### config.mk
export PLATFORM = sky130hd
export DESIGN_NAME = csr_exe_unit
export DESIGN_NICKNAME = d
export VERILOG_FILES = /design/src/rtl/csr_pkg.sv /design/src/rtl/csr_op_alu.sv /design/src/rtl/csr_exe_unit.sv
export SDC_FILE = /design/constraint.sdc
export NUM_CORES = 1
export LEC_CHECK = 0
export CELL_PAD_IN_SITES_DETAIL_PLACEMENT = 0
export CELL_PAD_IN_SITES_GLOBAL_PLACEMENT = 1
export CORE_ASPECT_RATIO = 0.8
export CORE_MARGIN = 1
export CORE_UTILIZATION = 25
export DETAILED_ROUTE_END_ITERATION = 16
export GPL_ROUTABILITY_DRIVEN = 0
export MAX_ROUTING_LAYER = met4
export PLACE_DENSITY_LB_ADDON = 0.1
export SYNTH_ARGS = -nofsm -noshare
export SYNTH_HDL_FRONTEND = slang
export SYNTH_SLANG_ARGS = --single-unit
### constraint.sdc
create_clock -name CLK -period 17.5 [get_ports CLK]
set_input_delay 3.5 -clock CLK [delete_from_list [all_inputs] [get_ports CLK]]
set_output_delay 3.5 -clock CLK [all_outputs]
set_load 0.05 [all_outputs]
### src/rtl/csr_pkg.sv
// Shared definitions for the machine-mode CSR execute unit: addresses, field
// positions, WARL write masks and the misa value for a given XLEN.
package csr_pkg;

  localparam logic [11:0] CSR_MSTATUS   = 12'h300;
  localparam logic [11:0] CSR_MISA      = 12'h301;
  localparam logic [11:0] CSR_MIE       = 12'h304;
  localparam logic [11:0] CSR_MTVEC     = 12'h305;
  localparam logic [11:0] CSR_MSCRATCH  = 12'h340;
  localparam logic [11:0] CSR_MEPC      = 12'h341;
  localparam logic [11:0] CSR_MCAUSE    = 12'h342;
  localparam logic [11:0] CSR_MTVAL     = 12'h343;
  localparam logic [11:0] CSR_MIP       = 12'h344;
  localparam logic [11:0] CSR_MVENDORID = 12'hF11;
  localparam logic [11:0] CSR_MARCHID   = 12'hF12;
  localparam logic [11:0] CSR_MIMPID    = 12'hF13;
  localparam logic [11:0] CSR_MHARTID   = 12'hF14;
  localparam logic [11:0] CSR_MCYCLE    = 12'hB00;
  localparam logic [11:0] CSR_MINSTRET  = 12'hB02;
  localparam logic [11:0] CSR_CYCLE     = 12'hC00;
  localparam logic [11:0] CSR_INSTRET   = 12'hC02;

  localparam int MSTATUS_MIE    = 3;
  localparam int MSTATUS_MPIE   = 7;
  localparam int MSTATUS_MPP_LO = 11;
  localparam int MIP_MSIP       = 3;
  localparam int MIP_MTIP       = 7;
  localparam int MIP_MEIP       = 11;

  localparam logic [63:0] MIE_WMASK   = 64'h888;
  localparam logic [63:0] MTVEC_WMASK = ~64'h2;
  localparam logic [63:0] MEPC_WMASK  = ~64'h3;

  // MXL sits in the top two bits of the XLEN-wide register; only base I is reported.
  function automatic logic [63:0] misa_value(int xlen);
    logic [63:0] v;
    v = 64'h100;
    if (xlen == 32) v[31:30] = 2'b01;
    else            v[63:62] = 2'b10;
    return v;
  endfunction

endpackage

### src/rtl/csr_op_alu.sv
// Combinational CSRRW/CSRRS/CSRRC new-value computation and write-suppress
// decision, shared by every CSR in the unit.
module csr_op_alu
  import csr_pkg::*;
#(
  parameter int XLEN = 64
) (
  input  logic            op_rw,
  input  logic            op_rs,
  input  logic            op_rc,
  input  logic [XLEN-1:0] old_val,
  input  logic [XLEN-1:0] operand,
  output logic [XLEN-1:0] new_val,
  output logic            wr_req
);

  // NOTE: combinational outputs get a default first so no path can infer a latch.
  always_comb begin
    new_val = old_val;
    if (op_rw)      new_val = operand;
    else if (op_rs) new_val = old_val | operand;
    else if (op_rc) new_val = old_val & ~operand;
  end

  // Set/clear with a zero mask is a pure read and must not count as a write.
  assign wr_req = op_rw | ((op_rs | op_rc) & (|operand));

endmodule

### src/rtl/csr_exe_unit.sv
// Machine-mode CSR execute unit with registered writeback, WARL masking and
// trap/mret updates. Define CSR_COUNTERS_EN to add mcycle/minstret.
module csr_exe_unit
  import csr_pkg::*;
#(
  parameter int XLEN   = 64,
  parameter int RB     = 3,
  parameter int HARTID = 0
) (
  input  logic              CLK,
  input  logic              RST,
  input  logic              beFlush,
  input  logic              exe_valid,
  output logic              exe_ready,
  input  logic              op_rw,
  input  logic              op_rs,
  input  logic              op_rc,
  input  logic [5+RB-1:0]   rd0,
  input  logic [XLEN-1:0]   op,
  input  logic [11:0]       addr,
  output logic              wb_valid,
  input  logic              wb_ready,
  output logic [XLEN-1:0]   wb_res,
  output logic [5+RB-1:0]   wb_rd0,
  output logic              wb_illegal,
  input  logic              trap_valid,
  input  logic [XLEN-1:0]   trap_cause,
  input  logic [XLEN-1:0]   trap_epc,
  input  logic [XLEN-1:0]   trap_tval,
  input  logic              mret_valid,
  input  logic              irq_mtip,
  input  logic              irq_meip,
  input  logic              instret_inc,
  output logic [XLEN-1:0]   mtvec_o,
  output logic [XLEN-1:0]   mepc_o,
  output logic              mstatus_mie_o
);

  localparam logic [XLEN-1:0] MISA = XLEN'(misa_value(XLEN));

  logic            st_mie, st_mpie, msip;
  logic [XLEN-1:0] mie_q, mtvec, mscratch, mepc, mcause, mtval;
  logic [XLEN-1:0] mstatus_rd, mip_rd, rd_val, new_val, res_val;
  logic            hit, ro, wr_req, illegal, accept, wr_fire;

`ifdef CSR_COUNTERS_EN
  logic [XLEN-1:0] mcycle, minstret;
`else
  logic unused_instret_inc;
  assign unused_instret_inc = instret_inc;
`endif

  assign exe_ready = ~wb_valid | wb_ready;
  assign accept    = exe_valid & exe_ready & ~beFlush;

  always_comb begin
    mstatus_rd = '0;
    mstatus_rd[MSTATUS_MIE]                     = st_mie;
    mstatus_rd[MSTATUS_MPIE]                    = st_mpie;
    mstatus_rd[MSTATUS_MPP_LO+1:MSTATUS_MPP_LO] = 2'b11;
    mip_rd = '0;
    mip_rd[MIP_MSIP] = msip;
    mip_rd[MIP_MTIP] = irq_mtip;
    mip_rd[MIP_MEIP] = irq_meip;
  end

  always_comb begin
    rd_val = '0;
    hit    = 1'b1;
    ro     = 1'b0;
    case (addr)
      CSR_MVENDORID, CSR_MARCHID, CSR_MIMPID: ro = 1'b1;
      CSR_MHARTID:  begin ro = 1'b1; rd_val = XLEN'(HARTID); end
      CSR_MSTATUS:  rd_val = mstatus_rd;
      CSR_MISA:     rd_val = MISA;
      CSR_MIE:      rd_val = mie_q;
      CSR_MTVEC:    rd_val = mtvec;
      CSR_MSCRATCH: rd_val = mscratch;
      CSR_MEPC:     rd_val = mepc;
      CSR_MCAUSE:   rd_val = mcause;
      CSR_MTVAL:    rd_val = mtval;
      CSR_MIP:      rd_val = mip_rd;
`ifdef CSR_COUNTERS_EN
      CSR_MCYCLE:   rd_val = mcycle;
      CSR_MINSTRET: rd_val = minstret;
      CSR_CYCLE:    begin ro = 1'b1; rd_val = mcycle;   end
      CSR_INSTRET:  begin ro = 1'b1; rd_val = minstret; end
`endif
      default:      hit = 1'b0;
    endcase
  end

  csr_op_alu #(.XLEN(XLEN)) u_alu (
    .op_rw   (op_rw),
    .op_rs   (op_rs),
    .op_rc   (op_rc),
    .old_val (rd_val),
    .operand (op),
    .new_val (new_val),
    .wr_req  (wr_req)
  );

  assign illegal = ~hit | (ro & wr_req);
  assign wr_fire = accept & wr_req & ~illegal;
  assign res_val = (illegal | (op_rw & (rd0 == '0))) ? '0 : rd_val;

  // NOTE: sequential state uses non-blocking assignments so every register samples pre-edge values.
  always_ff @(posedge CLK or posedge RST) begin
    if (RST) begin
      wb_valid   <= 1'b0;
      wb_res     <= '0;
      wb_rd0     <= '0;
      wb_illegal <= 1'b0;
    end else if (beFlush) begin
      wb_valid <= 1'b0;
    end else if (accept) begin
      wb_valid   <= 1'b1;
      wb_res     <= res_val;
      wb_rd0     <= rd0;
      wb_illegal <= illegal;
    end else if (wb_ready) begin
      wb_valid <= 1'b0;
    end
  end

  // Trap beats mret beats a CSR write to any register the event itself updates.
  always_ff @(posedge CLK or posedge RST) begin
    if (RST) begin
      st_mie <= 1'b0;  st_mpie <= 1'b0;  msip <= 1'b0;
      mie_q  <= '0;    mtvec   <= '0;    mscratch <= '0;
      mepc   <= '0;    mcause  <= '0;    mtval    <= '0;
    end else begin
      if (trap_valid) begin
        mepc    <= trap_epc & XLEN'(MEPC_WMASK);
        mcause  <= trap_cause;
        mtval   <= trap_tval;
        st_mpie <= st_mie;
        st_mie  <= 1'b0;
      end else begin
        if (mret_valid) begin
          st_mie  <= st_mpie;
          st_mpie <= 1'b1;
        end else if (wr_fire && addr == CSR_MSTATUS) begin
          st_mie  <= new_val[MSTATUS_MIE];
          st_mpie <= new_val[MSTATUS_MPIE];
        end
        if (wr_fire && addr == CSR_MEPC)   mepc   <= new_val & XLEN'(MEPC_WMASK);
        if (wr_fire && addr == CSR_MCAUSE) mcause <= new_val;
        if (wr_fire && addr == CSR_MTVAL)  mtval  <= new_val;
      end
      if (wr_fire && addr == CSR_MIE)      mie_q    <= new_val & XLEN'(MIE_WMASK);
      if (wr_fire && addr == CSR_MTVEC)    mtvec    <= new_val & XLEN'(MTVEC_WMASK);
      if (wr_fire && addr == CSR_MSCRATCH) mscratch <= new_val;
      if (wr_fire && addr == CSR_MIP)      msip     <= new_val[MIP_MSIP];
    end
  end

`ifdef CSR_COUNTERS_EN
  always_ff @(posedge CLK or posedge RST) begin
    if (RST) begin
      mcycle   <= '0;
      minstret <= '0;
    end else begin
      mcycle   <= (wr_fire && addr == CSR_MCYCLE)   ? new_val : mcycle + XLEN'(1);
      minstret <= (wr_fire && addr == CSR_MINSTRET) ? new_val : minstret + XLEN'(instret_inc);
    end
  end
`endif

  assign mtvec_o       = mtvec;
  assign mepc_o        = mepc;
  assign mstatus_mie_o = st_mie;

endmodule

==> PnR_summary.wiki <==
{| class="wikitable"
! Metric !! Value
|-
| Result of the run || finished clean
|-
| Cells after synthesis || just over 2000
|-
| Total number of vias || 18699
|-
| Remaining design rule violation count || 0
|-
| Share of the clock period used by the worst path after layout || 0.486
|-
| Largest net degree at the start of global routing || 197
|-
| Number of max-cap violations || 0
|-
| Setup ws final || between 8000 and 9000 ps
|-
| Most common cell in the netlist || sky130_fd_sc_hd__dfrtp_1
|-
| Via count of the first global-routing pass || ~19000
|-
| Type of the most critical hold path || flip-flop to flip-flop
|-
| Largest cells by area after synthesis || sky130_fd_sc_hd__dfrtp_1, sky130_fd_sc_hd__nand2_1, sky130_fd_sc_hd__mux2i_1
|-
| Share of final-layout standard cells stronger than drive strength 1 || 0.109
|-
| Power density over cell area || 86.6 nW/um^2
|-
| Upper clock frequency limit || ~120 MHz
|-
| Synthesized area divided by synthesized cell count || about 10 sq um
|-
| Clock latency of the later-clocked register in the worst-skew pair || between 500 and 600 ps
|-
| Number of top-level pins || about 490
|-
| Full die area || roughly 84000 sq um
|-
| Width of the die || about 320 um
|-
| Endpoint arrival time on the critical path || about 5000 ps
|-
| Footprint of the multi-input gates || approximately 10000 sq um
|-
| Sequential cell area fraction in the yosys report || 0.479
|-
| Met1 capacity usage during global routing || 0.326
|-
| Overall fraction of global-route tracks in use || 0.238
|-
| Number of antenna violations at the first check in global routing || 14
|-
| Maximum clock insertion buffer count || 3
|-
| Combined flip-flop and latch cell area || ~10000 sq um
|-
| Most common library cells after synthesis || sky130_fd_sc_hd__dfrtp_1, sky130_fd_sc_hd__nand2_1, sky130_fd_sc_hd__o21ai_1, sky130_fd_sc_hd__mux2i_1, sky130_fd_sc_hd__clkbuf_1
|-
| Type of the worst setup path || input port to output port
|-
| Wire length of the first global-routing pass || around 140000 um
|-
| Final instance count without filler cells || about 3600
|-
| Number of nets in the layout || between 2000 and 3000
|-
| Number of buffer cells added on primary ports || 486
|-
| Fin crit period || 8500 ps
|-
| Unrepaired setup endpoints after global routing || no
|-
| Total number of H-tree levels || 2
|-
| Setup WS pre-CTS || about 9000 ps
|-
| Clock tree root driver cell || sky130_fd_sc_hd__clkbuf_16
|-
| Number of enable flip-flop cells after synthesis || 0
|-
| Crit path max fanout || 3
|-
| Post-detailed-route via-to-cell ratio || 5.23
|-
| Setup violations, final || 0
|-
| Leakage Power || around 0.011 uW
|-
| Tightest hold margin || between 400 and 500 ps
|-
| Main flop type after synthesis || sky130_fd_sc_hd__dfrtp_1
|-
| Design Area, Final || ~28000 sq um
|-
| Site row count || 94
|-
| Worst vdd rail ir drop || just over 0.07 mV
|-
| Synth-to-Final Area Change || 36.6%
|-
| DRT iter0 DRCs || between 1000 and 1500
|-
| TritonCTS clock tree || done
|-
| Clk sinks || roughly 400
|-
| First-pass iteration count of the detailed router || 6
|-
| Met3 global-route usage || 0.0385
|-
| Warning count from the yosys run || 0
|-
| Hold violation total from the final report || 0
|-
| Number of buffers inserted by hold repair at cts || 0
|-
| Mapped cell area || between 20000 and 25000 sq um
|-
| Die span in y || roughly 260 um
|-
| DP HPWL || 66200 um
|-
| Sum of overflow across all layers after global routing || 0
|-
| Final WL || a little under 100000 um
|-
| Endpoint required time on the critical path || about 14000 ps
|-
| Most used routing layer || met2
|-
| Number of gates given a new drive strength after cts || 0
|-
| Cell taking the most area after synthesis || sky130_fd_sc_hd__dfrtp_1
|-
| Portion of synthesized cell area occupied by the leading cell type || 0.479
|-
| Filler cells || 8306
|-
| Final worst clock skew || roughly 19 ps
|-
| Final sum of negative setup slack || 0 ps
|-
| Number of buffers created by CTS || 49
|-
| Routed length per instance || ~28 um
|-
| Flops & latches, synth || a little under 400
|-
| Total core area || 82200 sq um
|-
| Placed insts || between 3000 and 4000
|-
| Category of the worst setup path capture point || output port
|-
| Element type at the critical path start || input port
|-
| Total count of max-transition violations in the final report || 0
|-
| Worst max-slew margin expressed relative to the limit || 0.164
|-
| Actual slew at the worst max-slew pin || roughly 1300 ps
|-
| Number of buffers inserted to repair setup after CTS || 0
|-
| Fraction of registers with async set/reset || 1.00
|-
| Initial core utilization || 0.252
|-
| Number of distinct library cells after synthesis || 77
|-
| Area after DPL || 26600 sq um
|-
| Met2 global-route usage || 0.368
|-
| Antenna Nets Post-Route || 0
|-
| Reg clk slew, reported paths || approximately 50 ps
|}
[area by class of cell]
| type | count | share of cell area |
|---|---|---|
| clock buffer | 77 | 0.0531 |
| inverter | 6 | 0.00106 |
| sequential | 397 | 0.351 |
| clock inverter | 13 | 0.00627 |
| antenna | 15 | 0.00132 |
| timing repair buffer | 529 | 0.183 |
| multi-input combinational | 1435 | 0.356 |
| tap | 1104 | 0.0487 |
[through the flow]
step,power [uW],utilization
2_1_floorplan,1210,-
3_3_place_gp,1400,0.324
3_5_place_dp,1400,0.324
4_1_cts,2490,0.344
5_1_grt,2550,0.345
6_report,2450,0.345
[sequential cells by signal, summed over array words and instances (netlist names)]
register	cells
mcause	64
mscratch	64
mtval	64
wb_res	64
mtvec_o	63
mepc_o	62
wb_rd0	8
mie_q	3
msip	1
mstatus_mie_o	1
st_mpie	1
wb_illegal	1
wb_valid	1
[kinds of logic after synthesis]
group,count (synthesis),synth area share
flip-flops,397,0.479
AND/OR/NAND/NOR,584,0.141
other,1,0.000181
multiplexers,247,0.143
buffers and inverters,191,0.0406
AO/OA/AOI/OAI,600,0.196
XOR/XNOR,1,0.000422
[report_power, final]
| part | internal (uW) | switching [uW] | total, uW |
|---|---|---|---|
| clock network | 647 | 426 | 1070 |
| registers | 961 | 28.8 | 990 |
| logic | 154 | 236 | 390 |
[cells in the final DEF, fill, tap and decap left out, types with 30 or more instances in the layout]
| master | instances |
|---|---|
| sky130_fd_sc_hd__mux2_2 | 84 |
| sky130_fd_sc_hd__a22oi_1 | 30 |
| sky130_fd_sc_hd__nor3b_1 | 39 |
| sky130_fd_sc_hd__a21o_1 | 56 |
| sky130_fd_sc_hd__a221o_1 | 36 |
| sky130_fd_sc_hd__clkbuf_16 | 51 |
| sky130_fd_sc_hd__o311ai_1 | 33 |
| sky130_fd_sc_hd__nand3_1 | 31 |
| sky130_fd_sc_hd__dfrtp_1 | 397 |
| sky130_fd_sc_hd__nand3b_1 | 46 |
| sky130_fd_sc_hd__nand2_1 | 346 |
| sky130_fd_sc_hd__a21oi_1 | 42 |
| sky130_fd_sc_hd__o21ai_1 | 146 |
| sky130_fd_sc_hd__clkdlybuf4s50_1 | 481 |
| sky130_fd_sc_hd__buf_4 | 46 |
| sky130_fd_sc_hd__mux4_2 | 30 |
| sky130_fd_sc_hd__mux2i_1 | 123 |
| sky130_fd_sc_hd__o21ai_0 | 97 |
[metal layers]
layer / routed length [um] / part of all wire
met5: 0 / 0
met3: 6640 / 0.067
met2: 45400 / 0.46
met4: 1770 / 0.018
met1: 44900 / 0.46
[worst max-delay path: stages]
cell and delay [ps]:
sky130_fd_sc_hd__clkdlybuf4s50_1 400, sky130_fd_sc_hd__nor2b_1 280, sky130_fd_sc_hd__inv_1 110, sky130_fd_sc_hd__clkdlybuf4s50_1 710
[path summary, 6_finish.rpt]
check	start	to	slack [ps]	cells past startpoint
worst max-delay path	wb_ready	exe_ready	9000	4
min in group asynchronous	RST	mepc_o[27]$_DFFE_PP0P_	3430	2
worst max register to register	wb_valid$_DFFE_PP0P_	mcause[11]$_DFFE_PP0P_	14100	7
max in group asynchronous	RST	mcause[42]$_DFFE_PP0P_	10990	5
worst min-delay path	mscratch[30]$_DFFE_PP0P_	mscratch[30]$_DFFE_PP0P_	480	2
worst min register to register	mscratch[30]$_DFFE_PP0P_	mscratch[30]$_DFFE_PP0P_	480	2
Note: power is estimated with default switching activity, not from simulation.
